[config.mk]
export PLATFORM = sky130hd
export DESIGN_NAME = ibis_tmds_channel
export DESIGN_NICKNAME = d
export VERILOG_FILES = /design/src/rtl/ibis_tmds_pkg.sv /design/src/rtl/ibis_tmds_encode.sv /design/src/rtl/ibis_tmds_channel.sv
export SDC_FILE = /design/constraint.sdc
export NUM_CORES = 1
export LEC_CHECK = 0
export CAP_MARGIN = 40
export CORE_MARGIN = 2
export CORE_UTILIZATION = 45
export DETAILED_ROUTE_END_ITERATION = 8
export DONT_BUFFER_PORTS = 1
export MAX_ROUTING_LAYER = met4
export PLACE_DENSITY_LB_ADDON = 0.05
export SLEW_MARGIN = 20
export SYNTH_ARGS = -nofsm -noshare
export SYNTH_HDL_FRONTEND = slang
export SYNTH_HIERARCHICAL = 1
export SYNTH_SLANG_ARGS = --single-unit
[constraint.sdc]
create_clock -name aclk -period 13.35 [get_ports aclk]
set_clock_uncertainty 0.05 [all_clocks]
set_input_delay 2.0025 -clock aclk [delete_from_list [all_inputs] [get_ports aclk]]
set_output_delay 2.0025 -clock aclk [all_outputs]
set_load 0.005 [all_outputs]
[src/rtl/ibis_tmds_pkg.sv]
// ibis_tmds_pkg
//   Shared types, control-symbol constants and helpers for the Ibis TMDS
//   lane encoder (ibis_tmds_encode) and serializer (ibis_tmds_channel).
package ibis_tmds_pkg;

   typedef logic signed [4:0] tmds_disparity_t;
   typedef logic [9:0]        tmds_symbol_t;

   // Control symbols for {c1,c0} during blanking
   localparam tmds_symbol_t TMDS_CTRL_00 = 10'h354;
   localparam tmds_symbol_t TMDS_CTRL_01 = 10'h0AB;
   localparam tmds_symbol_t TMDS_CTRL_10 = 10'h154;
   localparam tmds_symbol_t TMDS_CTRL_11 = 10'h2AB;

   function automatic logic [3:0] tmds_popcount8(input logic [7:0] v);
      logic [3:0] n;
      n = 4'd0;
      for (int i = 0; i < 8; i++) n = n + {3'd0, v[i]};
      return n;
   endfunction

endpackage

[src/rtl/ibis_tmds_encode.sv]
// ibis_tmds_encode
//   Two-stage DVI 1.0 TMDS encoder for one lane.
//   S1: captures de/ctrl and the transition-minimised q_m[8:0] plus its
//       ones count on an enabled pixel strobe.
//   S2: applies the DC-balance rules (or selects a control symbol) and
//       keeps the running disparity cnt.
// Ports:
//   aclk, areset      clock, synchronous active-high reset
//   enable            global clock enable (all state holds while low)
//   pixel_stb         pixel-period strobe
//   de, data, ctrl    pixel byte / control pair, sampled on enable & pixel_stb
//   sym, sym_vld      S2 symbol and its valid flag (valid for one enabled cycle)
//   sym_pulse         (IBIS_TMDS_PARALLEL_OUT_EN) 1-aclk pulse when S2 updates
//   disparity         (IBIS_TMDS_PARALLEL_OUT_EN) running disparity cnt
module ibis_tmds_encode
   import ibis_tmds_pkg::*;
(
   input  logic          aclk,
   input  logic          areset,
   input  logic          enable,
   input  logic          pixel_stb,
   input  logic          de,
   input  logic [7:0]    data,
   input  logic [1:0]    ctrl,
   output tmds_symbol_t  sym,
   output logic          sym_vld
`ifdef IBIS_TMDS_PARALLEL_OUT_EN
   ,
   output logic            sym_pulse,
   output tmds_disparity_t disparity
`endif
);

   // ---------------- S1 ----------------
   logic [3:0] n1_data;
   logic       use_xnor;
   logic [8:0] qm_d;
   logic       q;

   always_comb begin
      n1_data  = tmds_popcount8(data);
      use_xnor = (n1_data > 4'd4) || ((n1_data == 4'd4) && !data[0]);
      qm_d     = '0;
      q        = data[0];
      qm_d[0]  = q;
      for (int i = 1; i < 8; i++) begin
         q       = use_xnor ? ~(q ^ data[i]) : (q ^ data[i]);
         qm_d[i] = q;
      end
      qm_d[8] = ~use_xnor;
   end

   logic       s1_vld;
   logic       s1_de;
   logic [1:0] s1_ctrl;
   logic [8:0] s1_qm;
   logic [3:0] s1_n1;

   // ---------------- S2 ----------------
   tmds_disparity_t cnt;
   tmds_disparity_t cnt_d;
   tmds_disparity_t dpos;     // N1 - N0 of q_m[7:0]
   tmds_disparity_t two_q8;   // 2*q_m[8]
   tmds_disparity_t two_nq8;  // 2*~q_m[8]
   tmds_symbol_t    sym_d;

   always_comb begin
      // N1 - N0 = 2*N1 - 8; all cnt arithmetic wraps modulo 32
      dpos    = $signed({s1_n1, 1'b0}) - 5'sd8;
      two_q8  = {3'b000, s1_qm[8], 1'b0};
      two_nq8 = {3'b000, ~s1_qm[8], 1'b0};
      sym_d   = '0;
      cnt_d   = cnt;
      if (!s1_de) begin
         cnt_d = '0;
         case (s1_ctrl)
            2'b00:   sym_d = TMDS_CTRL_00;
            2'b01:   sym_d = TMDS_CTRL_01;
            2'b10:   sym_d = TMDS_CTRL_10;
            default: sym_d = TMDS_CTRL_11;
         endcase
      end else if ((cnt == '0) || (s1_n1 == 4'd4)) begin
         sym_d = {~s1_qm[8], s1_qm[8], s1_qm[8] ? s1_qm[7:0] : ~s1_qm[7:0]};
         cnt_d = s1_qm[8] ? (cnt + dpos) : (cnt - dpos);
      end else if ((!cnt[4] && (s1_n1 > 4'd4)) || (cnt[4] && (s1_n1 < 4'd4))) begin
         // symbol would push disparity further the same way: invert
         sym_d = {1'b1, s1_qm[8], ~s1_qm[7:0]};
         cnt_d = cnt + two_q8 - dpos;
      end else begin
         sym_d = {1'b0, s1_qm[8], s1_qm[7:0]};
         cnt_d = cnt - two_nq8 + dpos;
      end
   end

   always_ff @(posedge aclk) begin
      if (areset) begin
         s1_vld  <= 1'b0;
         s1_de   <= 1'b0;
         s1_ctrl <= '0;
         s1_qm   <= '0;
         s1_n1   <= '0;
         sym     <= '0;
         sym_vld <= 1'b0;
         cnt     <= '0;
      end else if (enable) begin
         s1_vld <= pixel_stb;
         if (pixel_stb) begin
            s1_de   <= de;
            s1_ctrl <= ctrl;
            s1_qm   <= qm_d;
            s1_n1   <= tmds_popcount8(qm_d[7:0]);
         end
         sym_vld <= s1_vld;
         if (s1_vld) begin
            sym <= sym_d;
            cnt <= cnt_d;
         end
      end
   end

`ifdef IBIS_TMDS_PARALLEL_OUT_EN
   // sym_vld can stretch across enable-low cycles; this is a true 1-aclk pulse
   always_ff @(posedge aclk) begin
      if (areset) sym_pulse <= 1'b0;
      else        sym_pulse <= enable & s1_vld;
   end
   assign disparity = cnt;
`endif

endmodule

[src/rtl/ibis_tmds_channel.sv]
// ibis_tmds_channel
//   One TMDS lane: encoder (ibis_tmds_encode) plus 10:2 serializer with
//   framing-error detection. Optional parallel debug outputs are built when
//   IBIS_TMDS_PARALLEL_OUT_EN is defined.
// Ports:
//   aclk, areset      TMDS-domain clock, synchronous active-high reset
//   enable            global clock enable
//   pixel_stb         pixel-period strobe (one enabled cycle in 5)
//   de, data, ctrl    pixel byte / control pair
//   tmds_pair         serial pair, bit 0 transmitted first
//   sym_err           sticky framing error (underrun or early load)
//   sym_out, sym_vld, disparity   (IBIS_TMDS_PARALLEL_OUT_EN) S2 symbol,
//                     1-cycle update pulse, running disparity
module ibis_tmds_channel
   import ibis_tmds_pkg::*;
(
   input  logic       aclk,
   input  logic       areset,
   input  logic       enable,
   input  logic       pixel_stb,
   input  logic       de,
   input  logic [7:0] data,
   input  logic [1:0] ctrl,
   output logic [1:0] tmds_pair,
   output logic       sym_err
`ifdef IBIS_TMDS_PARALLEL_OUT_EN
   ,
   output logic [9:0] sym_out,
   output logic       sym_vld,
   output logic [4:0] disparity
`endif
);

   tmds_symbol_t enc_sym;
   logic         enc_vld;

`ifdef IBIS_TMDS_PARALLEL_OUT_EN
   tmds_disparity_t enc_disp;
`endif

   ibis_tmds_encode u_enc (
      .aclk      (aclk),
      .areset    (areset),
      .enable    (enable),
      .pixel_stb (pixel_stb),
      .de        (de),
      .data      (data),
      .ctrl      (ctrl),
      .sym       (enc_sym),
      .sym_vld   (enc_vld)
`ifdef IBIS_TMDS_PARALLEL_OUT_EN
      ,
      .sym_pulse (sym_vld),
      .disparity (enc_disp)
`endif
   );

`ifdef IBIS_TMDS_PARALLEL_OUT_EN
   assign sym_out   = enc_sym;
   assign disparity = enc_disp;
`endif

   // Serializer: sreg[1:0] is always the pair on the wire. After the fourth
   // shift it holds symbol[9:8], so an underrun naturally repeats those bits.
   tmds_symbol_t sreg;
   logic [2:0]   phase;
   logic         primed;   // a symbol has been loaded since reset

   always_ff @(posedge aclk) begin
      if (areset) begin
         sreg    <= '0;
         phase   <= 3'd0;
         primed  <= 1'b0;
         sym_err <= 1'b0;
      end else if (enable) begin
         if (enc_vld) begin
            sreg   <= enc_sym;
            phase  <= 3'd0;
            primed <= 1'b1;
            // early load: previous symbol not fully sent
            if (primed && (phase != 3'd4)) sym_err <= 1'b1;
         end else if (phase != 3'd4) begin
            sreg  <= {2'b00, sreg[9:2]};
            phase <= phase + 3'd1;
         end else if (primed) begin
            // underrun: hold phase 4, keep repeating symbol[9:8]
            sym_err <= 1'b1;
         end
      end
   end

   assign tmds_pair = sreg[1:0];

endmodule

==> summary.md <==
| Metric | Value |
|---|---|
| Status | complete, no violations |
| Synth Area in Simple Gates | 13.5% |
| Critical setup path kind | input port to flop |
| CTS buffer count | 5 |
| Worst stage delay on the critical path | 0.52 ns |
| Post-synth EDFFs | 0 |
| Sequential share of the synthesized area | 29.7% |
| Number of global-route vias before repair | 2,054 |
| Chip width | 87.9 um |
| Sequential Power Share | 31.9% |
| Largest family of logic cells by synthesized area | adder cells |
| H-tree levels | 2 |
| IO buf count | 0 |
| Final Hold Viols | 0 |
| DR WL/cell | 13.4 um |
| Overflow after GRT | 0 |
| Initial antenna violation count | 0 |
| Area growth, synth to finish | 2.81% |
| Mux contribution to synthesized area | 4.19% |
| Syn nets | 406 |
| # rows | 30 |
| CP bufs+invs | 3 |
| Final TNS setup | 0 ns |
| Family with the most delay on the worst path | adder cells |
| Post-CTS Setup Repair Bufs | 0 |
| CTS tree | built |
| PwrDens | 154 nW/um2 |
| Startpoint Class | input port |
| Clk pwr share | 16.3% |
| Worst r2r dst | u_enc/cnt[3] |
| Final setup fails | 0 |
| Min-Delay Path Class | flop to flop |
| Cell mode on critical path | fa_1 |
| Ant diodes | 0 |
| Mapped cell area | 3170 um2 |
| Via count | 2,195 |
| Reg2reg path depth | 8 |
| DR vias/cell | 5.06 |
| Hold Path Origin | u_enc/s1_n1[3] |
| Die footprint | 7720 um2 |
| Iter 0 DRT Violations | 85 |
| IO Pins | 18 |
| Clk root buf | clkbuf_8 |
| Mapped Cells | 352 |
| Power, Total | 502 uW |
| Layout cells sized above 1 | 7.40% |
| Tightest Pin Transition | 0.773 ns |
| HPWL after DPL | 4340 um |
| Period minus WS final | 6.72 ns |
| Die Height | 87.9 um |
| Final estimated routing congestion in global placement | 0.774 |
| Initial Utilization | 46.6% |
| FF-to-FF setup slack | 10.82 ns |
| First-pass GRT wire length | 9970 um |
| Crit end category | flop |
| WL final | 5820 um |
| Adder-Cell Fraction of Synth Area | 18.3% |
| Post-DRT Antenna Nets | 0 |
| R2r startpoint | u_enc/s1_qm[8] |
| DRT Pass-1 Iters | 4 |
| Synthesized area per cell | 9.00 um2 |
| Drt drc | 0 |
| Synth Area in Compound Gates | 16.2% |
| Int Power | 312 uW |
| Switching Fraction | 37.9% |
| Pin count of the biggest net entering global routing | 52 |
| Worst path slowest cell | fa_1 |
| Worst path arrival time | 6.90 ns |
| Max_slew headroom | 48.4% |
| Final Cycle Share | 50.3% |
| Combinational power share | 51.9% |
| Slew Limit Fails | 0 |
| Crit-path cells | fa_1 -> inv_1 -> fa_1 -> inv_1 -> ha_1 -> fa_1 -> nor3b_1 -> o22ai_1 -> xnor2_2 -> fa_1 -> xnor2_1 -> ha_1 -> fa_1 -> ha_1 -> inv_1 -> fa_1 -> xnor2_1 -> nand2_1 -> a21oi_1 |
| Max VDD drop | 0.000116 V |
| Post-synth ARST share | 0% |
| Crit path max fanout | 4 |
| Max-Cap Viols | 0 |
| P_leak | 1.29 nW |
| RSZ-0062 raised after global routing | no |
| Top FF cell, synth | dfxtp_1 |
| Synth cell types | 41 |
| TritonCTS Sinks | 47 |
| Hold EP | u_enc/s1_n1[3] |
| Hold buffers post-CTS | 0 |
| Core area | 6790 um2 |
| Post-CTS sizing | 0 |
| FF+latch count, synth | 47 |
| Clock latency on the worst-skew pair | 0.30 ns |
| Final nets | 392 |
| Synth Warn # | 6 |
| GRT Total Usage | 16.8% |
| Fmax | 0.149 GHz |
| Clock transition at the registers of the reported paths | 0.08 ns |
| XOR/XNOR Fraction of Synth Area | 11.0% |
| Hold depth | 2 |
| Required time worst endpoint | 13.53 ns |
| CTS Buffer Depth | 2 |
| Total net switching power | 190 uW |
==> flip-flops by register name, indices dropped and copies added, names as in the netlist, 2 cells and up <==
| register | count |
|---|---|
| sreg | 10 |
| u_enc/sym | 10 |
| u_enc/s1_qm | 9 |
| u_enc/cnt | 4 |
| u_enc/s1_n1 | 4 |
| phase | 3 |
| u_enc/s1_ctrl | 2 |
==> layout make-up <==
cell class | count | area, um2
fill | 681 | 3540
multi-input combinational | 254 | 2000
sequential | 47 | 941
tap | 96 | 120
inverter | 30 | 113
clock buffer | 5 | 68.8
clock inverter | 2 | 13.8
==> power by group through the flow <==
stage	Sequential [mW]	Clock, mW	Combinational, mW
2_1_floorplan	0.159	0	0.225
3_3_place_gp	0.163	0	0.259
3_5_place_dp	0.163	0	0.263
4_1_cts	0.160	0.0854	0.264
5_1_grt	0.161	0.0916	0.304
6_report	0.160	0.0817	0.260
==> worst max-delay path by stage <==
stage | slack, ns | cells past startpoint | from | to
after floorplan | 6.57 | 19 | data[3] | u_enc/s1_n1[2]
after global placement | 6.42 | 19 | data[3] | u_enc/s1_n1[2]
after detailed placement | 6.32 | 19 | data[3] | u_enc/s1_n1[2]
after CTS | 6.61 | 19 | data[3] | u_enc/s1_n1[2]
after global routing | 6.31 | 19 | data[3] | u_enc/s1_n1[2]
final | 6.63 | 19 | data[3] | u_enc/s1_n1[2]
==> Yosys cell counts, types with 2 or more instances <==
master	instances	area [um2]
fa_1	12	240
buf_2	4	20.0
o21bai_1	2	15.0
a21oi_1	42	210
nand2_1	28	105
clkbuf_1	12	45.0
a21o_1	5	37.5
o21ai_0	7	35.0
nor3_1	15	75.1
buf_6	3	33.8
and2_1	2	12.5
xor2_1	12	105
ha_1	27	338
mux2i_1	11	110
nor2_1	32	120
dfxtp_1	47	941
xnor2_1	20	175
o22ai_1	2	12.5
inv_1	30	113
nor3b_1	2	15.0
a211oi_1	4	30.0
nand2b_1	2	12.5
a211oi_2	8	100
nand3_1	4	20.0
buf_4	2	15.0
nand4b_1	2	17.5
==> routing by layer <==
layer  GRT usage [%]  vias to the layer above  routed length [um]
met2            25.3                       31                2630
li1                -                     1145                   -
met5               -                        -                   0
met1            23.3                     1012                2960
met3            3.39                        7                 174
met4            3.78                        0                  53
==> tightest hold or removal path, cell delays in order, from the launching register on <==
cell and delay [ns]:
dfxtp_1 0.32, nand2_1 0.05, a21oi_1 0.05
==> cell usage in the layout (no fill, tap or decap), types with 2 or more instances in the layout <==
master | Yosys | routed
nand4b_1 | 2 | 2
clkbuf_8 | 0 | 5
nand3_1 | 4 | 4
nor3_1 | 15 | 15
nor3b_1 | 2 | 2
o22ai_1 | 2 | 2
fa_1 | 12 | 12
and2_1 | 2 | 2
a211oi_2 | 8 | 8
inv_1 | 30 | 30
xor2_1 | 12 | 12
nand2b_1 | 2 | 2
nor2_1 | 32 | 32
a21oi_1 | 42 | 42
mux2i_1 | 11 | 11
xnor2_1 | 20 | 20
o21bai_1 | 2 | 2
dfxtp_1 | 47 | 47
a21o_1 | 5 | 5
ha_1 | 27 | 27
o21ai_0 | 7 | 7
nand2_1 | 28 | 28
a211oi_1 | 4 | 4
==> per-stage QoR <==
step	worst slack, ns	instance area, um2	utilization (%)	instances	hold slack, ns
after floorplan	6.57	3170	-	352	0.382
after CTS	6.61	3260	47.9	434	0.404
after global placement	6.42	3170	46.7	427	0.387
after global routing	6.31	3260	47.9	434	0.437
final	6.63	3260	47.9	434	0.410
after detailed placement	6.32	3170	46.7	427	0.391
==> cells by family after synthesis <==
| logic type | Yosys count |
|---|---|
| simple gates | 91 |
| xor+xnor | 35 |
| buf+inv | 51 |
| fa+ha+maj | 39 |
| mux | 13 |
| compound gates | 76 |
| flops | 47 |
No activity file was read; power rests on OpenSTA's default activity.
